**config.mk**
```make
export PLATFORM = sky130hd
export DESIGN_NAME = text_console_writer
export DESIGN_NICKNAME = d
export VERILOG_FILES = /design/src/rtl/text_pkg.sv /design/src/rtl/text_addr_calc.sv /design/src/rtl/text_console_writer.sv
export SDC_FILE = /design/constraint.sdc
export NUM_CORES = 1
export LEC_CHECK = 0
export CORE_UTILIZATION = 50
export DETAILED_ROUTE_END_ITERATION = 10
export PLACE_DENSITY = 0.77
export SLEW_MARGIN = 20
export SYNTH_ARGS = -nofsm -noshare
export SYNTH_HDL_FRONTEND = slang
export SYNTH_HIERARCHICAL = 1
export SYNTH_SLANG_ARGS = --single-unit
```
**constraint.sdc**
```tcl
create_clock -name clk -period 4.2 [get_ports clk]
set_clock_uncertainty 0.1 [all_clocks]
set_input_delay 1.05 -clock clk [delete_from_list [all_inputs] [get_ports clk]]
set_output_delay 1.05 -clock clk [all_outputs]
set_load 0.02 [all_outputs]
```
**src/rtl/text_pkg.sv**
```systemverilog
// rtl/text_pkg.sv - shared geometry, control codes and state encoding for the text console writer
package text_pkg;

   localparam int COLS   = 40;
   localparam int ROWS   = 30;
   localparam int ADDR_W = 12;

   localparam logic [7:0] FILL_CHAR = 8'h20;

   localparam logic [7:0] CC_BS  = 8'h08;
   localparam logic [7:0] CC_TAB = 8'h09;
   localparam logic [7:0] CC_LF  = 8'h0A;
   localparam logic [7:0] CC_FF  = 8'h0C;
   localparam logic [7:0] CC_CR  = 8'h0D;

   localparam logic [5:0]        LAST_COL  = 6'(COLS - 1);
   localparam logic [4:0]        LAST_ROW  = 5'(ROWS - 1);
   localparam logic [ADDR_W-1:0] COLS_A    = ADDR_W'(COLS);
   localparam logic [ADDR_W-1:0] LAST_ADDR = ADDR_W'(COLS * ROWS - 1);

   typedef enum logic [2:0] {
      ST_IDLE,
      ST_PUT,
      ST_SCR_RD,
      ST_SCR_WR,
      ST_FILL,
      ST_CLR_ALL
   } state_t;

   // 0x20..0x7E and 0x80..0xFF land in display memory; everything else is a control code
   function automatic logic is_printable(input logic [7:0] b);
      return (b >= 8'h20) && (b != 8'h7F);
   endfunction

endpackage

```
**src/rtl/text_addr_calc.sv**
```systemverilog
// rtl/text_addr_calc.sv - combinational row*40+col display-memory address
module text_addr_calc
   import text_pkg::*;
(
   input  logic [5:0]        col,
   input  logic [4:0]        row,
   output logic [ADDR_W-1:0] addr
);

   // row*40 = row*32 + row*8, kept as shifts so no multiplier is inferred
   assign addr = ADDR_W'({row, 5'b0}) + ADDR_W'({row, 3'b0}) + ADDR_W'(col);

endmodule

```
**src/rtl/text_console_writer.sv**
```systemverilog
// rtl/text_console_writer.sv - byte-stream writer for the 40x30 text display memory (optional TEXT_TAB_EXPAND_EN)
module text_console_writer
   import text_pkg::*;
(
   input  logic              clk,
   input  logic              clr,
   input  logic [7:0]        in_data,
   input  logic              in_valid,
   output logic              in_ready,
   output logic [ADDR_W-1:0] dm_addr,
   output logic [7:0]        dm_wdata,
   output logic              dm_we,
   output logic              dm_re,
   input  logic [7:0]        dm_rdata,
   output logic [5:0]        cursor_x,
   output logic [4:0]        cursor_y,
   output logic              busy
);

   state_t            state;
   logic [7:0]        wdata_q;
   logic              scroll_pend;
   logic [5:0]        fill_col;
   logic [5:0]        fill_nxt;
   logic [ADDR_W-1:0] src;
   logic              tab_mode;

   logic [5:0]        calc_col;
   logic [4:0]        calc_row;
   logic [ADDR_W-1:0] calc_addr;

   logic [5:0]        adv_x;
   logic [4:0]        adv_y;
   logic              adv_scroll;

`ifndef TEXT_TAB_EXPAND_EN
   assign tab_mode = 1'b0;
`endif

   // During a scroll the read data only exists in the write cycle, so it is passed straight through
   assign dm_wdata = (state == ST_SCR_WR) ? dm_rdata : wdata_q;

   text_addr_calc u_addr (
      .col  (calc_col),
      .row  (calc_row),
      .addr (calc_addr)
   );

   // Cursor position after writing one cell, including row wrap and scroll request
   always_comb begin
      adv_x      = cursor_x + 6'd1;
      adv_y      = cursor_y;
      adv_scroll = 1'b0;
      if (cursor_x == LAST_COL) begin
         adv_x = 6'd0;
         if (cursor_y == LAST_ROW) adv_scroll = 1'b1;
         else                      adv_y      = cursor_y + 5'd1;
      end
   end

   // Address source: the cursor normally, the next bottom-row cell while blanking after a scroll
   always_comb begin
      fill_nxt = (state == ST_FILL) ? fill_col + 6'd1 : 6'd0;
      calc_col = cursor_x;
      calc_row = cursor_y;
      if (state == ST_SCR_WR || state == ST_FILL) begin
         calc_col = fill_nxt;
         calc_row = LAST_ROW;
      end
   end

   // Main sequencer: byte intake, cursor handling, scroll copy, bottom-row fill and full clear
   always_ff @(posedge clk or negedge clr) begin
      if (!clr) begin
         state       <= ST_IDLE;
         in_ready    <= 1'b0;
         dm_addr     <= '0;
         wdata_q     <= 8'h00;
         dm_we       <= 1'b0;
         dm_re       <= 1'b0;
         cursor_x    <= 6'd0;
         cursor_y    <= 5'd0;
         busy        <= 1'b0;
         scroll_pend <= 1'b0;
         fill_col    <= 6'd0;
         src         <= '0;
`ifdef TEXT_TAB_EXPAND_EN
         tab_mode    <= 1'b0;
`endif
      end else begin
         case (state)
            ST_IDLE: begin
               if (in_valid && in_ready) begin
                  in_ready    <= 1'b0;
                  state       <= ST_PUT;
                  scroll_pend <= 1'b0;
                  wdata_q     <= in_data;
                  if (is_printable(in_data)) begin
                     dm_we       <= 1'b1;
                     dm_addr     <= calc_addr;
                     cursor_x    <= adv_x;
                     cursor_y    <= adv_y;
                     scroll_pend <= adv_scroll;
                  end else begin
                     case (in_data)
                        CC_CR: cursor_x <= 6'd0;
                        CC_LF: begin
                           cursor_x <= 6'd0;
                           if (cursor_y == LAST_ROW) scroll_pend <= 1'b1;
                           else                      cursor_y    <= cursor_y + 5'd1;
                        end
                        CC_BS: begin
                           if (cursor_x != 6'd0) begin
                              cursor_x <= cursor_x - 6'd1;
                              dm_we    <= 1'b1;
                              dm_addr  <= calc_addr - ADDR_W'(1);
                              wdata_q  <= FILL_CHAR;
                           end
                        end
                        CC_FF: begin
                           state   <= ST_CLR_ALL;
                           dm_we   <= 1'b1;
                           dm_addr <= '0;
                           wdata_q <= FILL_CHAR;
                           busy    <= 1'b1;
                        end
`ifdef TEXT_TAB_EXPAND_EN
                        CC_TAB: begin
                           tab_mode    <= 1'b1;
                           dm_we       <= 1'b1;
                           dm_addr     <= calc_addr;
                           wdata_q     <= FILL_CHAR;
                           cursor_x    <= adv_x;
                           cursor_y    <= adv_y;
                           scroll_pend <= adv_scroll;
                        end
`endif
                        default: ;
                     endcase
                  end
               end else begin
                  in_ready <= 1'b1;
               end
            end

            ST_PUT: begin
               dm_we <= 1'b0;
               if (scroll_pend) begin
                  state       <= ST_SCR_RD;
                  dm_re       <= 1'b1;
                  dm_addr     <= COLS_A;
                  src         <= COLS_A;
                  busy        <= 1'b1;
                  scroll_pend <= 1'b0;
`ifdef TEXT_TAB_EXPAND_EN
                  tab_mode    <= 1'b0;
`endif
               end else if (tab_mode && cursor_x[2:0] != 3'd0) begin
                  dm_we       <= 1'b1;
                  dm_addr     <= calc_addr;
                  cursor_x    <= adv_x;
                  cursor_y    <= adv_y;
                  scroll_pend <= adv_scroll;
               end else begin
                  state    <= ST_IDLE;
                  in_ready <= 1'b1;
`ifdef TEXT_TAB_EXPAND_EN
                  tab_mode <= 1'b0;
`endif
               end
            end

            ST_SCR_RD: begin
               state   <= ST_SCR_WR;
               dm_re   <= 1'b0;
               dm_we   <= 1'b1;
               dm_addr <= src - COLS_A;
            end

            ST_SCR_WR: begin
               if (src == LAST_ADDR) begin
                  state    <= ST_FILL;
                  dm_we    <= 1'b1;
                  dm_addr  <= calc_addr;
                  wdata_q  <= FILL_CHAR;
                  fill_col <= 6'd0;
               end else begin
                  state   <= ST_SCR_RD;
                  dm_we   <= 1'b0;
                  dm_re   <= 1'b1;
                  dm_addr <= src + ADDR_W'(1);
                  src     <= src + ADDR_W'(1);
               end
            end

            ST_FILL: begin
               if (fill_col == LAST_COL) begin
                  state    <= ST_IDLE;
                  dm_we    <= 1'b0;
                  busy     <= 1'b0;
                  in_ready <= 1'b1;
               end else begin
                  fill_col <= fill_nxt;
                  dm_addr  <= calc_addr;
               end
            end

            ST_CLR_ALL: begin
               if (dm_addr == LAST_ADDR) begin
                  state    <= ST_IDLE;
                  dm_we    <= 1'b0;
                  busy     <= 1'b0;
                  in_ready <= 1'b1;
                  cursor_x <= 6'd0;
                  cursor_y <= 5'd0;
               end else begin
                  dm_addr <= dm_addr + ADDR_W'(1);
               end
            end

            default: state <= ST_IDLE;
         endcase
      end
   end

endmodule

```
[Yosys cells after proc, flatten, opt, wreduce, memory -nomap -nowiden]
Index checks and enable logic that the tools add are counted.
Word-level totals
  register bits after elaboration: 57
  output and inout port bits: 35
  word-level logic and storage cells: 152
Cells by class
  $add $sub $neg: 10
  magnitude comparators: 1
  eq/ne operators: 31
  mux-type cells: 72
  reduce and logical (&&, ||, !) cells: 26
Operators with widths (count)
  $mux 12: 8
  $pmux 12 s6: 1
  $mux 6: 9
  $pmux 12 s2: 2
  $mux 8: 5
  $pmux 6 s2: 3
  $mux 5: 7
  $eq 8x4->1 const B: 4
  $pmux 8 s2: 2
  $add 12x1->12 const B: 2
  $eq 12x11->1 const B: 2
  $mux 1: 20
  $mux 3: 6
  $pmux 3 s6: 1
  $ne 2x2->1 const B: 8
  $reduce_and 3->1: 5
  $reduce_and 7->1: 2
  $add 12x6->12: 1
  $add 6x1->6 const B: 2
  $eq 6x6->1 const B: 2
  $reduce_bool 6->1: 2
  $sub 12x1->12 const B: 1
  $sub 12x6->12 const B: 1
  $add 10x8->11: 1
  31 further kinds: 43

[Longest topological paths before layout]
  depth after elaboration: 11
  mapped depth: 17
  depth with buffers taken out: 15

[By module]
Netlist, hierarchy kept.
Modules (own cells, without submodules)
  text_console_writer: times used 1, cells an instance 550, area each 4401.7 sq um, seq. area each 1426.4 sq um
  text_addr_calc: times used 1, cells an instance 36, area each 322.8 sq um, seq. area each 0.0 sq um

[Least setup slack after synthesis]
Ideal clock, no wire load.
  path type: register -> register
  start: reg state[2]
  end: reg dm_addr[10]
  setup time: 0.131 ns
  data arrival time: 4.156 ns
  required time: 3.969 ns
  setup slack: -0.188 ns
  cell stages (with the launch flop): 18
  buffers on the path: 2
  period minus slack after synthesis: 4.388 ns
  cells stage by stage: dfrtp_1 > clkbuf_1 > and3b_1 > clkbuf_1 > nor2_1 > nand2_1 > o21ai_0 > fa_1 > ha_1 > a21o_1 > a21oi_1 > xnor2_1 > or4_1 > or3_1 > nor3_1 > xor2_1 > a221oi_1 > a31oi_1
RTL lines
  start: declaration: line text_console_writer.sv:20  | state_t state;
  start signal: assignment: line text_console_writer.sv:75  | state <= ST_IDLE;
  start signal: assignment: line text_console_writer.sv:95  | state <= ST_PUT;
  start signal: assignment: line text_console_writer.sv:121  | state <= ST_CLR_ALL;
  $eq 3x3->1 or $eq 3x2->1 (tied branches): line text_console_writer.sv:63, text_console_writer.sv:66
  $mux 6 or $logic_or 1x1->1 (tied branches): line text_console_writer.sv:63, text_console_writer.sv:66
  $mux 6 *: line text_console_writer.sv:66  | if (state == ST_SCR_WR || state == ST_FILL) begin
  via calc_col[5]: line text_console_writer.sv:28  | logic [5:0] calc_col;
  $add 12x6->12 *: line text_addr_calc.sv:11  | assign addr = ADDR_W'({row, 5'b0}) + ADDR_W'({row, 3'b0}) + ADDR_W'(col);
  via calc_addr[7]: line text_console_writer.sv:30  | logic [ADDR_W-1:0] calc_addr;
  $sub 12x1->12 *: line text_console_writer.sv:116  | dm_addr <= calc_addr - ADDR_W'(1);
  $mux 12 *: line text_console_writer.sv:113  | if (cursor_x != 6'd0) begin
  $pmux 12 s2 *: line text_console_writer.sv:105  | case (in_data)
  $mux 12 *: line text_console_writer.sv:98  | if (is_printable(in_data)) begin
  $mux 12 *: line text_console_writer.sv:93  | if (in_valid && in_ready) begin
  $pmux 12 s6 *: line text_console_writer.sv:91  | case (state)
  end signal: assignment: line text_console_writer.sv:100  | dm_addr <= calc_addr;
  end signal: assignment: line text_console_writer.sv:116
  end signal: assignment: line text_console_writer.sv:160  | dm_addr <= calc_addr;
  end: declaration: line text_console_writer.sv:10  | output logic [ADDR_W-1:0] dm_addr,
The timed path passes the listed nets; every way through them passes the cells marked *. The select of a mux whose other input is x is not followed.
A chain may end at the register's enable or synchronous reset.

[Worst setup path after layout]
  start: reg state[1]
  end: reg dm_addr[10]
On the way
  cells in the longest elaborated chain, start to end: 11
Ends and longest elaborated chain
  $eq 3x2->1 or $eq 3x3->1 (tied branches): line text_console_writer.sv:66
  $logic_or 1x1->1 *: line text_console_writer.sv:66
  $mux 5 *: line text_console_writer.sv:66
  via calc_row[2]: line text_console_writer.sv:29  | logic [4:0] calc_row;
  $add 10x8->11 *: line text_addr_calc.sv:11
  $add 12x6->12 *: line text_addr_calc.sv:11
  via calc_addr[7]: line text_console_writer.sv:30
  $sub 12x1->12 *: line text_console_writer.sv:116
  $mux 12 *: line text_console_writer.sv:113
  $pmux 12 s2 *: line text_console_writer.sv:105
  $mux 12 *: line text_console_writer.sv:98
  $mux 12 *: line text_console_writer.sv:93
  $pmux 12 s6 *: line text_console_writer.sv:91
Marks and branches as above.

==> flow_summary.yaml <==
worst_setup_path:
  critPathCaptureType: "register"
  r2r-start: "state[1]$_DFFE_PN0P_"
  arrival_ns: 4.20
  path_buf_inv: 0
  crit_path_frequent_cell: "or3_4"
  crit_required_ns: 4.32
  max_stage_delay_ns: 0.62
  critical_path_class: "reg -> reg"
  r2r_cells: 13
  cp_slowest_cell: "fa_2"
  crit_cells: 13
  start_kind: "register"
  r2r_slack_ns: 0.12
  critical_path.cell_chain: "and3b_2, or3_4, fa_2, ha_4, a21o_1, a21oi_2, xnor2_1, or4_4, or3_4, nor3_4, xor2_1, a221oi_2, a31oi_1"
  crit_fanout: 6
  reg2reg_to: "dm_addr[10]$_DFFE_PN0P_"
  crit_family: "simple AND/OR/NAND/NOR gates"
final_layout:
  stdcell_area_mm2: 0.00572
  final_layout_size_suffix_gt1_share_pct: 12.3
  fin_nets: 680
  fill_cells: 779
  diodes: 0
  multi_input_area_mm2: 0.00314
  utilization_pct: 62.2
  area_growth_syn_to_layout_pct: 21.1
  seq_area_mm2: 0.00143
  finalNonFillerCells: 755
timing:
  tns_ns: 0
  max_slew_margin_pct: 50.8
  hold_viol: 0
  max_freq_mhz: 245
  min_period_ns: 4.08
  fin_crit_sh_pct: 97.1
  finalSetupViolCount: 0
  worst_slew_pin_slew_ns: 0.735
  final-max-slew-violation-count: 0
  fin_hold_ws_ns: 0.399
grt:
  track_usage_pct: 29.0
  use_met1_pct: 38.1
  met2_usage_pct: 46.4
  grtUsageMet3_pct: 5.83
  top_usage_layer: "met2"
  grt_pass1_wl_um: 22500
  gr-total-overflow: 0
  antenna_found_initial: 0
  grt_max_degree: 30
  grt_pass1_vias: 4594
cts:
  cts_tree: "yes"
  clock-sinks: 57
  hold_buffers: 0
  clockBufferDepth: 2
  cts-buffers-inserted: 9
  cts-root-buf: "clkbuf_8"
  path_clk_slew_ns: 0.07
  cts_max_level: 3
  clk_latency_ns: 0.35
synthesis:
  synth_top_area_cell: "dfrtp_1"
  yosysMostFrequentCell: "nand2_1"
  synth_compound_area_share_pct: 25.1
  ys_seq_elements: 57
  synth_common_cells: "nand2_1 (70), dfrtp_1 (57), o21ai_0 (54)"
  synth_area_mm2: 0.00472
  synth_xor_area_share_pct: 5.75
  async_flop_share_pct: 100
  synth_simple_gate_area_share_pct: 26.9
  synth_top_family_by_area: "simple AND/OR/NAND/NOR gates"
  synth-edff-count: 0
  synth_mux_area_share_pct: 0.662
  synth_top_cell_area_share_pct: 30.2
  avgSynthCellArea_um2: 8.06
  synth_cells: 586
  yosysWarnings: 6
  synth_fp_nets: 627
  synthAdderAreaFrac_pct: 6.14
  synth-main-ff-cell: "dfrtp_1"
  ys_top_cells_by_area: "dfrtp_1 (30%), o21ai_0 (5.7%), nand2_1 (5.6%), ha_1 (5.3%), nor2_1 (4.1%)"
  seq_area_frac_synth_pct: 30.2
  synth_cell_types: 75
power:
  power_frac_comb_pct: 4.3
  p_int_uw: 891
  p_per_area_mw_per_mm2: 204
  p_clk_share_pct: 48.6
  p_leak_uw: 0.00236
  p_sw_share_pct: 23.6
  irDropWorstVdd_uv: 166
  p_seq_share_pct: 47.0
  switching_power_uw: 275
place:
  place_area_mm2: 0.00542
  port-buffer-count: 53
  dpl.cell_count: 735
  place_congestion: 0.892
  hpwl_um: 9930
floorplanning:
  num_rows: 35
  die_h_um: 99.2
  die_w_um: 99.2
  ios: 54
  die_area_mm2: 0.00984
  coreArea_mm2: 0.00920
  start_util_pct: 51.4
worst_hold_path:
  hp-class: "reg -> reg"
  hold_end: "wdata_q[1]$_DFFE_PN0P_"
  min_path_cells: 1
  hp-start: "wdata_q[1]$_DFFE_PN0P_"
run_status:
  outcome: "finished, final reports clean"
routing:
  wl_per_cell_um: 18.5
  remaining_drc_errors: 0
  wirelength_um: 14000
  dr.pass1.iters: 6
  vias: 4944
  ant_nets: 0
  first_iter_violations: 391
  viasPerCell: 6.55
job:
  cap_violations: 0
## layout make-up
type	instances	share of cell area (%)
clock inverter	4	0.875
sequential	57	24.9
multi-input combinational	474	54.9
inverter	15	0.984
tap	111	2.43
timing repair buffer	82	13.0
clock buffer	12	2.89
## state kept, by name (all words and copies together) (netlist names)
name / cells
scroll_pend: 1
in_ready: 1
dm_re: 1
cursor_x: 6
state: 3
cursor_y: 5
fill_col: 6
wdata_q: 8
busy: 1
dm_we: 1
src: 12
dm_addr: 12
## cell usage in the layout, fill, tap and decap left out, types with 4 or more instances in the layout
| cell type | n |
|---|---|
| inv_1 | 15 |
| nand3_1 | 16 |
| a22oi_1 | 4 |
| o22ai_1 | 5 |
| o21ai_1 | 5 |
| xnor2_1 | 18 |
| or3_1 | 7 |
| nor2_1 | 50 |
| xor2_1 | 12 |
| buf_4 | 29 |
| ha_1 | 18 |
| o21ai_0 | 52 |
| a22o_1 | 9 |
| o21a_1 | 7 |
| nor2b_1 | 10 |
| o22a_1 | 5 |
| clkdlybuf4s50_1 | 52 |
| nand4b_1 | 4 |
| nor4_1 | 5 |
| nand2_1 | 70 |
| a31oi_1 | 10 |
| and3_1 | 8 |
| o31ai_1 | 11 |
| and2_1 | 6 |
| nor3_1 | 19 |
| a21oi_1 | 26 |
| nand4_1 | 14 |
| dfrtp_1 | 56 |
| clkbuf_8 | 12 |
## per-stage QoR
step                setup slack, ns  total power, uW
floorplan                    0.0139              575
global placement             0.0758              609
detailed placement           0.0145              610
CTS                          0.0338             1170
global route                -0.0143             1210
finish                        0.122             1170
## logic make-up (layout without fill, tap and decap cells)
logic type,Yosys count,count (layout)
buf+inv,55,113
xor+xnor,31,31
flops,57,57
mux,3,3
simple gates,243,243
other cells,1,1
fa+ha+maj,22,22
compound gates,174,174
## power groups by stage
stage | combinational, uW | clock (uW) | sequential, uW
6_report | 50.5 | 567 | 549
5_1_grt | 55.3 | 603 | 548
4_1_cts | 50.7 | 575 | 549
3_5_place_dp | 50.4 | 0 | 559
3_3_place_gp | 49.6 | 0 | 559
2_1_floorplan | 15.8 | 0 | 559
## layer usage
metal / up-vias / part of all wire (%)
met5: - / 0
met4: 0 / 2.8
met3: 44 / 8.9
met2: 266 / 47
met1: 2365 / 42
li1: 2269 / -
## how the worst max path moves through the flow
| stage | start | endpoint | slack, ns |
|---|---|---|---|
| finish | state[1]$_DFFE_PN0P_ | dm_addr[10]$_DFFE_PN0P_ | 0.12 |
| global route | fill_col[1]$_DFFE_PN0P_ | dm_addr[10]$_DFFE_PN0P_ | -0.01 |
| CTS | fill_col[0]$_DFFE_PN0P_ | dm_addr[10]$_DFFE_PN0P_ | 0.03 |
| detailed placement | fill_col[1]$_DFFE_PN0P_ | dm_addr[10]$_DFFE_PN0P_ | 0.01 |
| global placement | fill_col[1]$_DFFE_PN0P_ | dm_addr[10]$_DFFE_PN0P_ | 0.08 |
| floorplan | state[2]$_DFFE_PN0P_ | dm_addr[10]$_DFFE_PN0P_ | 0.01 |
## repair_timing
item | 4_1_cts | 5_1_grt
setup endpoints to repair | 1 | 2
resized for setup | 2 | 13
setup buffers | 0 | 4
pin swaps | 0 | 6
Power figures use the tool's default switching activity.
